### config.mk
export PLATFORM = sky130hd
export DESIGN_NAME = i2s_slave_port_flat
export DESIGN_NICKNAME = d
export VERILOG_FILES = /design/src/rtl/i2s_slave_port_if.sv /design/src/rtl/i2s_slave_port.sv /design/src/flat_wrapper.sv
export SDC_FILE = /design/constraint.sdc
export NUM_CORES = 1
export LEC_CHECK = 0
export CAP_MARGIN = 5
export CORE_UTILIZATION = 48
export DETAILED_ROUTE_END_ITERATION = 12
export GPL_ROUTABILITY_DRIVEN = 0
export PLACE_DENSITY = 0.76
export RECOVER_POWER = 25
export SYNTH_ARGS = -nofsm -noshare
export SYNTH_HDL_FRONTEND = slang
export SYNTH_SLANG_ARGS = --single-unit
### constraint.sdc
create_clock -name audio_clk -period 2 [get_ports audio_clk]
set_clock_uncertainty 0.2 [all_clocks]
set_input_delay 0.4 -clock audio_clk [delete_from_list [all_inputs] [get_ports audio_clk]]
set_output_delay 0.4 -clock audio_clk [all_outputs]
set_load 0.005 [all_outputs]
### src/rtl/i2s_slave_port_if.sv
// I2S slave pins plus parallel TX/RX words; slave = codec side, master = driving side.
// No backpressure: the serial side is clocked by the external master.
interface i2s_slave_port_if #(
  parameter int DATA_BITS = 24
);
  logic                 BCLK;
  logic                 LRCLK;
  logic                 DAC_SDATA;
  logic                 ADC_SDATA;
  logic [DATA_BITS-1:0] LeftTxData;
  logic [DATA_BITS-1:0] RightTxData;
  logic [DATA_BITS-1:0] LeftRxData;
  logic [DATA_BITS-1:0] RightRxData;
  logic                 NewFrame;
  logic                 FrameErr;

  modport slave (
    input  BCLK, LRCLK, DAC_SDATA, LeftTxData, RightTxData,
    output ADC_SDATA, LeftRxData, RightRxData, NewFrame, FrameErr
  );

  modport master (
    output BCLK, LRCLK, DAC_SDATA, LeftTxData, RightTxData,
    input  ADC_SDATA, LeftRxData, RightRxData, NewFrame, FrameErr
  );
endinterface

### src/rtl/i2s_slave_port.sv
// I2S slave transceiver: pin->rise/fall 3 clk, RX word +1 clk after last rise, BCLK fall->ADC_SDATA 4 clk; no backpressure.
// Optional half-frame length check (FrameErr) enabled by macro I2S_SLAVE_FRAME_CHECK_EN.
module i2s_slave_port #(
  parameter int DATA_BITS = 24,
  parameter int SLOT_BITS = 32
) (
  input  logic              audio_clk,
  input  logic              reset,
  i2s_slave_port_if.slave   bus
);

  localparam logic [0:0] SYNC_WAIT = 1'b0;
  localparam logic [0:0] ACTIVE    = 1'b1;

  localparam int CW = $clog2(DATA_BITS + 1);
  localparam logic [CW-1:0] CNT_FULL = CW'(DATA_BITS);
  localparam logic [CW-1:0] CNT_LAST = CW'(DATA_BITS - 1);

  if (SLOT_BITS < DATA_BITS + 1) begin : g_slot_check
    $error("SLOT_BITS must be at least DATA_BITS+1");
  end

  logic [2:0] bclk_sync;
  logic [2:0] lr_sync;
  logic [2:0] dat_sync;
  logic       rise;
  logic       fall;
  logic       lr;
  logic       dat;

  // LRCLK/DATA get the same depth as BCLK edge detection so they line up with rise.
  always_ff @(posedge audio_clk) begin
    if (reset) begin
      bclk_sync <= '0;
      lr_sync   <= '0;
      dat_sync  <= '0;
      rise      <= 1'b0;
      fall      <= 1'b0;
    end else begin
      bclk_sync <= {bclk_sync[1:0], bus.BCLK};
      lr_sync   <= {lr_sync[1:0], bus.LRCLK};
      dat_sync  <= {dat_sync[1:0], bus.DAC_SDATA};
      rise      <= bclk_sync[1] & ~bclk_sync[2];
      fall      <= ~bclk_sync[1] & bclk_sync[2];
    end
  end

  assign lr  = lr_sync[2];
  assign dat = dat_sync[2];

  logic [0:0]           state;
  logic                 armed;
  logic                 prev_lr;
  logic                 channel;
  logic                 left_done;
  logic [CW-1:0]        bit_cnt;
  logic [DATA_BITS-1:0] rx_sh;
  logic [DATA_BITS-1:0] left_rx;
  logic [DATA_BITS-1:0] right_rx;
  logic                 new_frame;
  logic [CW-1:0]        tx_cnt;
  logic [DATA_BITS-1:0] tx_sh;
  logic [DATA_BITS-1:0] snap_l;
  logic [DATA_BITS-1:0] snap_r;
  logic                 adc;
  logic                 in_active;
  logic                 xfer;

  assign in_active = (state == ACTIVE);
  assign xfer      = rise & armed & (lr != prev_lr);

  always_ff @(posedge audio_clk) begin
    if (reset) begin
      state     <= SYNC_WAIT;
      armed     <= 1'b0;
      prev_lr   <= 1'b0;
      channel   <= 1'b0;
      left_done <= 1'b0;
      bit_cnt   <= '0;
      rx_sh     <= '0;
      left_rx   <= '0;
      right_rx  <= '0;
      new_frame <= 1'b0;
      tx_cnt    <= '0;
      tx_sh     <= '0;
      snap_l    <= '0;
      snap_r    <= '0;
      adc       <= 1'b0;
    end else begin
      new_frame <= 1'b0;
      if (rise) begin
        armed   <= 1'b1;
        prev_lr <= lr;
      end

      // The bit sampled on a transition rise is the tail of the old slot.
      if (xfer) begin
        state   <= ACTIVE;
        channel <= lr;
        bit_cnt <= '0;
        tx_cnt  <= '0;
        if (!lr) begin
          snap_l <= bus.LeftTxData;
          snap_r <= bus.RightTxData;
          tx_sh  <= bus.LeftTxData;
        end else begin
          tx_sh  <= snap_r;
        end
      end else if (rise && in_active && (bit_cnt < CNT_FULL)) begin
        rx_sh   <= {rx_sh[DATA_BITS-2:0], dat};
        bit_cnt <= bit_cnt + CW'(1);
        if (bit_cnt == CNT_LAST) begin
          if (channel) begin
            right_rx  <= {rx_sh[DATA_BITS-2:0], dat};
            new_frame <= left_done;
          end else begin
            left_rx   <= {rx_sh[DATA_BITS-2:0], dat};
            left_done <= 1'b1;
          end
        end
      end

      if (fall && in_active) begin
        if (tx_cnt < CNT_FULL) begin
          adc    <= tx_sh[DATA_BITS-1];
          tx_sh  <= tx_sh << 1;
          tx_cnt <= tx_cnt + CW'(1);
        end else begin
          adc    <= 1'b0;
        end
      end
    end
  end

  assign bus.ADC_SDATA   = adc;
  assign bus.LeftRxData  = left_rx;
  assign bus.RightRxData = right_rx;
  assign bus.NewFrame    = new_frame;

`ifdef I2S_SLAVE_FRAME_CHECK_EN
  localparam int SW = $clog2(SLOT_BITS + 2);
  localparam logic [SW-1:0] SLOT_LEN = SW'(SLOT_BITS);

  logic [SW-1:0] slot_cnt;
  logic          frame_err;

  // The transition rise itself is the first rise of the new slot; the lock transition is not judged.
  always_ff @(posedge audio_clk) begin
    if (reset) begin
      slot_cnt  <= '0;
      frame_err <= 1'b0;
    end else begin
      frame_err <= 1'b0;
      if (xfer) begin
        frame_err <= in_active && (slot_cnt != SLOT_LEN);
        slot_cnt  <= SW'(1);
      end else if (rise && in_active && (slot_cnt != '1)) begin
        slot_cnt  <= slot_cnt + SW'(1);
      end
    end
  end

  assign bus.FrameErr = frame_err;
`else
  assign bus.FrameErr = 1'b0;
`endif

endmodule

### src/flat_wrapper.sv
// flat-port wrapper written by rule: the top's interface ports become plain ports
module i2s_slave_port_flat 
#(
  parameter int DATA_BITS = 24,
  parameter int SLOT_BITS = 32
)
  (audio_clk, reset, bus_BCLK, bus_LRCLK, bus_DAC_SDATA, bus_LeftTxData, bus_RightTxData, bus_ADC_SDATA, bus_LeftRxData, bus_RightRxData, bus_NewFrame, bus_FrameErr);
  i2s_slave_port_if #(.DATA_BITS(DATA_BITS)) bus_i ();
  input  logic audio_clk;
  input  logic reset;
  input wire logic [$bits(bus_i.BCLK)-1:0] bus_BCLK;
  input wire logic [$bits(bus_i.LRCLK)-1:0] bus_LRCLK;
  input wire logic [$bits(bus_i.DAC_SDATA)-1:0] bus_DAC_SDATA;
  input wire logic [$bits(bus_i.LeftTxData)-1:0] bus_LeftTxData;
  input wire logic [$bits(bus_i.RightTxData)-1:0] bus_RightTxData;
  output wire logic [$bits(bus_i.ADC_SDATA)-1:0] bus_ADC_SDATA;
  output wire logic [$bits(bus_i.LeftRxData)-1:0] bus_LeftRxData;
  output wire logic [$bits(bus_i.RightRxData)-1:0] bus_RightRxData;
  output wire logic [$bits(bus_i.NewFrame)-1:0] bus_NewFrame;
  output wire logic [$bits(bus_i.FrameErr)-1:0] bus_FrameErr;
  assign bus_i.BCLK = bus_BCLK;
  assign bus_i.LRCLK = bus_LRCLK;
  assign bus_i.DAC_SDATA = bus_DAC_SDATA;
  assign bus_i.LeftTxData = bus_LeftTxData;
  assign bus_i.RightTxData = bus_RightTxData;
  assign bus_ADC_SDATA = bus_i.ADC_SDATA;
  assign bus_LeftRxData = bus_i.LeftRxData;
  assign bus_RightRxData = bus_i.RightRxData;
  assign bus_NewFrame = bus_i.NewFrame;
  assign bus_FrameErr = bus_i.FrameErr;
  i2s_slave_port #(.DATA_BITS(DATA_BITS), .SLOT_BITS(SLOT_BITS)) u_core (.audio_clk(audio_clk), .reset(reset), .bus(bus_i));
endmodule
==> impl_metrics.yaml, run 1 <==
yosys:
  synth_fp_nets: 704
  ys_types: 46
  synth_ff_type: "dfxtp_1"
  yosys-top-cells-area: "dfxtp_1 48%, mux2i_1 12%, nand2_1 7.8%"
  synth_edf_count: 0
  async_flop_share_pct: 0
  synth_top_area_share_pct: 48.10
  synthCells: 649
  seq_area_frac_synth_pct: 48.10
  syn_area_um2: 6118
  avgSynthCellArea_um2: 9.427
  ys_seq_elements: 147
  yosysTopAreaCell: "dfxtp_1"
  yosys_warnings: 0
drt:
  routed_via_density: 5.574
  firstDrtPassIters: 4
  post_drt_wl_per_cell_um: 16.00
  totalWireLength_um: 14560
  drtAntennaViolNets: 0
  first_iter_violations: 423
  vias: 5072
  drc_errors: 0
sta:
  fmax_mhz: 523.3
  hold_viol_final: 0
  finalCriticalPeriod_ps: 1911
  rsz0062_at_grt: "false"
  period_share_pct: 95.54
  layout_setup_ws_ps: 89.22
  setup-tns-final_ps: 0
  setup_viol: 0
  drv_slew: 0
  worstMarginPinSlew_ps: 577.7
  maxSlewHeadroom_pct: 61.08
global_routing:
  grt_pass1_vias: 4908
  met1_usage_pct: 30.17
  grt_max_degree: 71
  antenna_found_initial: 0
  use_met3_pct: 5.535
  grtUsageTotal_pct: 23.09
  top_usage_layer: "met2"
  overflow: 0
  grt_pass1_wl_um: 24030
  grt_use_met2_pct: 37.19
place:
  dpl_cell_area_um2: 7362
  dpl.hpwl_um: 9155
  pre_cts_ws_ps: 123.4
  place_inst: 880
  port_buffers: 102
cells_and_area:
  fin_nets: 786
  drive_above_1_share_pct: 10.51
  area_growth_pct: 29.84
  final_common_cell: "dfxtp_1"
  stdcell_area_um2: 7944
  layout_common_cells: "146 x dfxtp_1, 127 x nand2_1, 101 x clkdlybuf4s50_1"
  n_antenna_cell: 0
  final_cells: 910
critical_path:
  cp_max_fo: 26
  r2r-end: "u_core.tx_sh[3]"
  crit_type: "flip-flop to flip-flop"
  endpoint_kind: "flip-flop"
  worstPathRequired_ps: 2120
  regToRegSetupSlack_ps: 90
  timing.rr.start: "u_core.prev_lr"
  startpoint_type: "flip-flop"
  cp.arrival_ps: 2030
  ff2ff_path_depth: 4
floorplan:
  die_w_um: 114.9
  die_y_um: 114.9
  io_pins: 104
  rows: 40
  fp.coreArea_um2: 12210
  initial_core_util_pct: 50.10
  die_area_um2: 13200
clock_network:
  worstSkewPairLatency_ps: 410
  numClockSinks: 147
  numCtsBuffers: 17
  path_clk_slew_ps: 60
  postCtsSetupBuffers: 0
  cts-root-buf: "clkbuf_16"
  htreeDepth: 4
  clockBufferDepth: 2
  cts_tree: "yes"
min_path:
  hp-class: "flip-flop to flip-flop"
  hold_end: "u_core.rise"
  hold_start: "u_core.bclk_sync[2]"
  hold_depth: 1
power_and_ir_drop:
  p_per_area_nw_per_um2: 809.9
  ir_drop_mv: 0.7054
  leakagePower_nw: 2.758
run:
  max_cap_violations: 0
outcome:
  status: "finished, final reports clean"
flip-flops by register name, indices dropped and copies added, names as in the netlist:
name,flops
u_core.lr_sync,3
u_core.prev_lr,1
u_core.fall,1
u_core.bit_cnt,5
u_core.bclk_sync,3
u_core.bus.ADC_SDATA,1
u_core.in_active,1
u_core.tx_cnt,5
u_core.left_done,1
u_core.bus.NewFrame,1
u_core.dat_sync,3
u_core.tx_sh,24
u_core.rx_sh,23
u_core.channel,1
u_core.bus.LeftRxData,24
u_core.rise,1
u_core.bus.RightRxData,24
u_core.snap_r,24
u_core.armed,1
final cells by class:
class                           instances  area, um^2
Clock buffer                           19       442.9
Clock inverter                         11       161.4
Tap cell                              168       210.2
Multi-Input combinational cell        439        2915
Fill cell                             991        4268
Sequential cell                       147        2944
Inverter                                4       15.01
Timing Repair Buffer                  122        1255
kinds of logic after synthesis:
family | share of synthesized area (%)
AND/OR/NAND/NOR | 16.24
flip-flops | 48.10
AO/OA/AOI/OAI | 14.09
multiplexers | 16.18
buffers and inverters | 4.519
adder cells (fa/ha/maj) | 0.4089
XOR/XNOR | 0.4091
other | 0.06129
worst max-delay path by stage:
| stage | from | to | cells past startpoint |
|---|---|---|---|
| global placement | u_core.rise | u_core.bus.RightRxData[17] | 4 |
| detailed placement | u_core.rise | u_core.bus.RightRxData[9] | 4 |
| finish | u_core.prev_lr | u_core.tx_sh[3] | 4 |
| global route | u_core.rise | u_core.rx_sh[15] | 4 |
| CTS | u_core.rise | u_core.bus.RightRxData[23] | 4 |
| floorplan | u_core.rise | u_core.bus.RightRxData[10] | 6 |
Yosys cell counts, drive strengths merged (2+ instances only):
cell       n
mux2i     73
o22ai      2
o211ai     3
nor2       5
or4        2
a311oi     2
buf       15
a21oi     34
o2111ai   23
ha         2
a211oi     2
dfxtp    147
o221ai    24
nor4       3
and2       4
nor3b      3
nor2b     33
nand3     26
clkbuf    44
inv        3
nand2    127
or3        3
o21ai     29
mux2      23
timing repair:
action | 4_1_cts | 5_1_grt
setup endpoints to repair | 0 | 17
resized for setup | 0 | 1
hold buffers | 0 | 0
worst max-delay path: stages, from the launching register on:
cell and delay (ps):
dfxtp_1 460, xor2_2 330, buf_4 360, o2111ai_1 200, o221ai_1 250
stage by stage:
stage	util [%]	hold slack, ps	power (mW)
6_report	65.05	209.2	6.434
5_1_grt	65.05	231.1	6.643
4_1_cts	65.24	219.5	6.482
3_5_place_dp	60.29	204.4	3.241
3_3_place_gp	60.29	193.1	3.237
2_1_floorplan	-	183.5	3.102
metal layers:
| layer | share of wire (%) | vias to the layer above |
|---|---|---|
| met1 | 46 | 2418 |
| met4 | 1.1 | 0 |
| li1 | - | 2473 |
| met3 | 5.2 | 14 |
| met2 | 47 | 167 |
| met5 | 0 | - |
power breakdown:
group | switching [mW] | total (mW) | leakage (nW) | internal, mW
logic | 0.102 | 0.234 | 1.27 | 0.132
registers | 0.00554 | 2.94 | 1.19 | 2.94
clock network | 1.16 | 3.26 | 0.298 | 2.09
(Power assumes the default switching activity.)
==> run 2: changes to the inputs <==
- clock period: 2 -> 1.7 ns (I/O delays scaled with it)
==> impl_metrics.yaml, run 2 (synthesis results as in run 1) <==
outcome:
  status: "finished with violations"
  violations: "negative setup slack"
critical_path:
  cp_max_fo: 8
  startpoint_type: "flip-flop"
  crit_chain: "xor2_4, buf_4, a211oi_4, buf_6, buf_12, mux2i_1"
  crit_family: "buffers and inverters"
  regToRegSetupSlack_ps: -80
  max_stage_delay_ps: 360
  critPathBufInv: 3
  worstPathRequired_ps: 1840
  crit_type: "flip-flop to flip-flop"
  endpoint_kind: "flip-flop"
  crit_slowest_cell: "dfxtp_4"
  cp.arrival_ps: 1930
sta:
  fmax_mhz: 561.2
  maxSlewHeadroom_pct: 58.01
  setup_viol: 82
  rsz0062_at_grt: "true"
  drv_slew: 0
  period_share_pct: 104.8
  finalCriticalPeriod_ps: 1782
  worstMarginPinSlew_ps: 629.9
  layout_setup_ws_ps: -81.99
  hold_viol_final: 0
  whs_ps: 173.8
cells_and_area:
  final_common_cell: "dfxtp_1"
  n_antenna_cell: 0
  layout_common_cells: "130 x dfxtp_1, 125 x nand2_1, 70 x mux2i_1"
  drive_above_1_share_pct: 23.02
  fin_nets: 824
  area_growth_pct: 41.31
  utilization_pct: 70.80
drt:
  totalWireLength_um: 16650
  drtAntennaViolNets: 0
  drc_errors: 0
  vias: 5382
  firstDrtPassIters: 5
  routed_via_density: 5.665
  first_iter_violations: 391
  post_drt_wl_per_cell_um: 17.53
power_and_ir_drop:
  ir_drop_mv: 0.5034
  p_per_area_nw_per_um2: 821.9
  leakagePower_nw: 3.259
global_routing:
  grt_pass1_wl_um: 24470
  overflow: 0
  grt_pass1_vias: 5087
  antenna_found_initial: 0
  grt_max_degree: 46
  grtUsageTotal_pct: 23.95
clock_network:
  path_clk_slew_ps: 60
  worstSkewPairLatency_ps: 430
  numCtsBuffers: 17
  htreeDepth: 4
  clockBufferDepth: 2
  cts_tree: "yes"
  cts-root-buf: "clkbuf_16"
  cts_hold_repair.buffers: 0
  numClockSinks: 147
floorplan:
  rows: 40
  initial_core_util_pct: 50.10
  io_pins: 104
  die_y_um: 114.9
  die_area_um2: 13200
  fp.coreArea_um2: 12210
  die_w_um: 114.9
run:
  max_cap_violations: 0
place:
  dpl.hpwl_um: 9430
  port_buffers: 102
min_path:
  hp-class: "input pin to flip-flop"
-- run 2: cell count changes in the layout (fill, tap and decap cells not counted), moves of 16 or more --
cell,previous run,this run
o221ai_1,24,2
dlygate4sd2_1,0,50
o221ai_2,0,21
clkdlybuf4s50_1,101,51
buf_4,8,27
dfxtp_1,146,130
-- run 2: repair_timing --
item | in CTS | in global routing
gates cloned | 5 | 6
gates resized for setup | 80 | 64
endpoints found under the setup margin | 80 | 109
buffers inserted | 10 | 3
pin swaps | 5 | 6
-- run 2: cell type report --
cell class                      instances  area [um^2]
Clock buffer                           22        464.2
Inverter                                4        15.01
Tap cell                              168        210.2
Multi-Input combinational cell        439         3207
Fill cell                             893         3566
Timing Repair Buffer                  160         1718
Clock inverter                         10        60.06
Sequential cell                       147         2972
-- run 2: power breakdown --
part           internal (mW)  switching (mW)  leakage (nW)
Combinational          0.173           0.133          1.81
Sequential              3.45         0.00455          1.19
Clock                   1.92            1.42         0.251
-- run 2: final timing paths --
path | from | to | depth (start not counted)
worst min register to register | u_core.bclk_sync[2] | u_core.rise | 1
worst max register to register | u_core.prev_lr | u_core.rx_sh[9] | 6
worst max-delay path | u_core.prev_lr | u_core.rx_sh[9] | 6
worst min-delay path | reset | u_core.bus.RightRxData[22] | 4
-- run 2: tightest hold or removal path, cell delays in order --
cell      delay (ps)
clkbuf_1         110
inv_2            140
nand2_1          100
mux2i_1           60
-- run 2: metrics by stage --
step                power, mW  std cells  setup WS, ps  cell area (um^2)  setup TNS [ps]
global route            7.342        950        -111.8              8646           -6278
CTS                     7.111        945        -84.16              8290           -2484
global placement        3.823        899         28.99              7538               0
floorplan               3.653        649        -216.9              6171           -6592
finish                  7.106        950        -81.99              8646           -2136
detailed placement      3.826        899        -20.94              7538          -116.0
-- run 2: routing by layer --
metal / wire [um] / up-vias / share of wire (%) / track usage (%)
met4: 383 / 0 / 2.3 / 9.957
met1: 7144 / 2608 / 43 / 28.46
met2: 8345 / 196 / 50 / 41.77
li1: - / 2545 / - / -
met5: 0 / - / 0 / 0
met3: 779 / 33 / 4.7 / 5.324
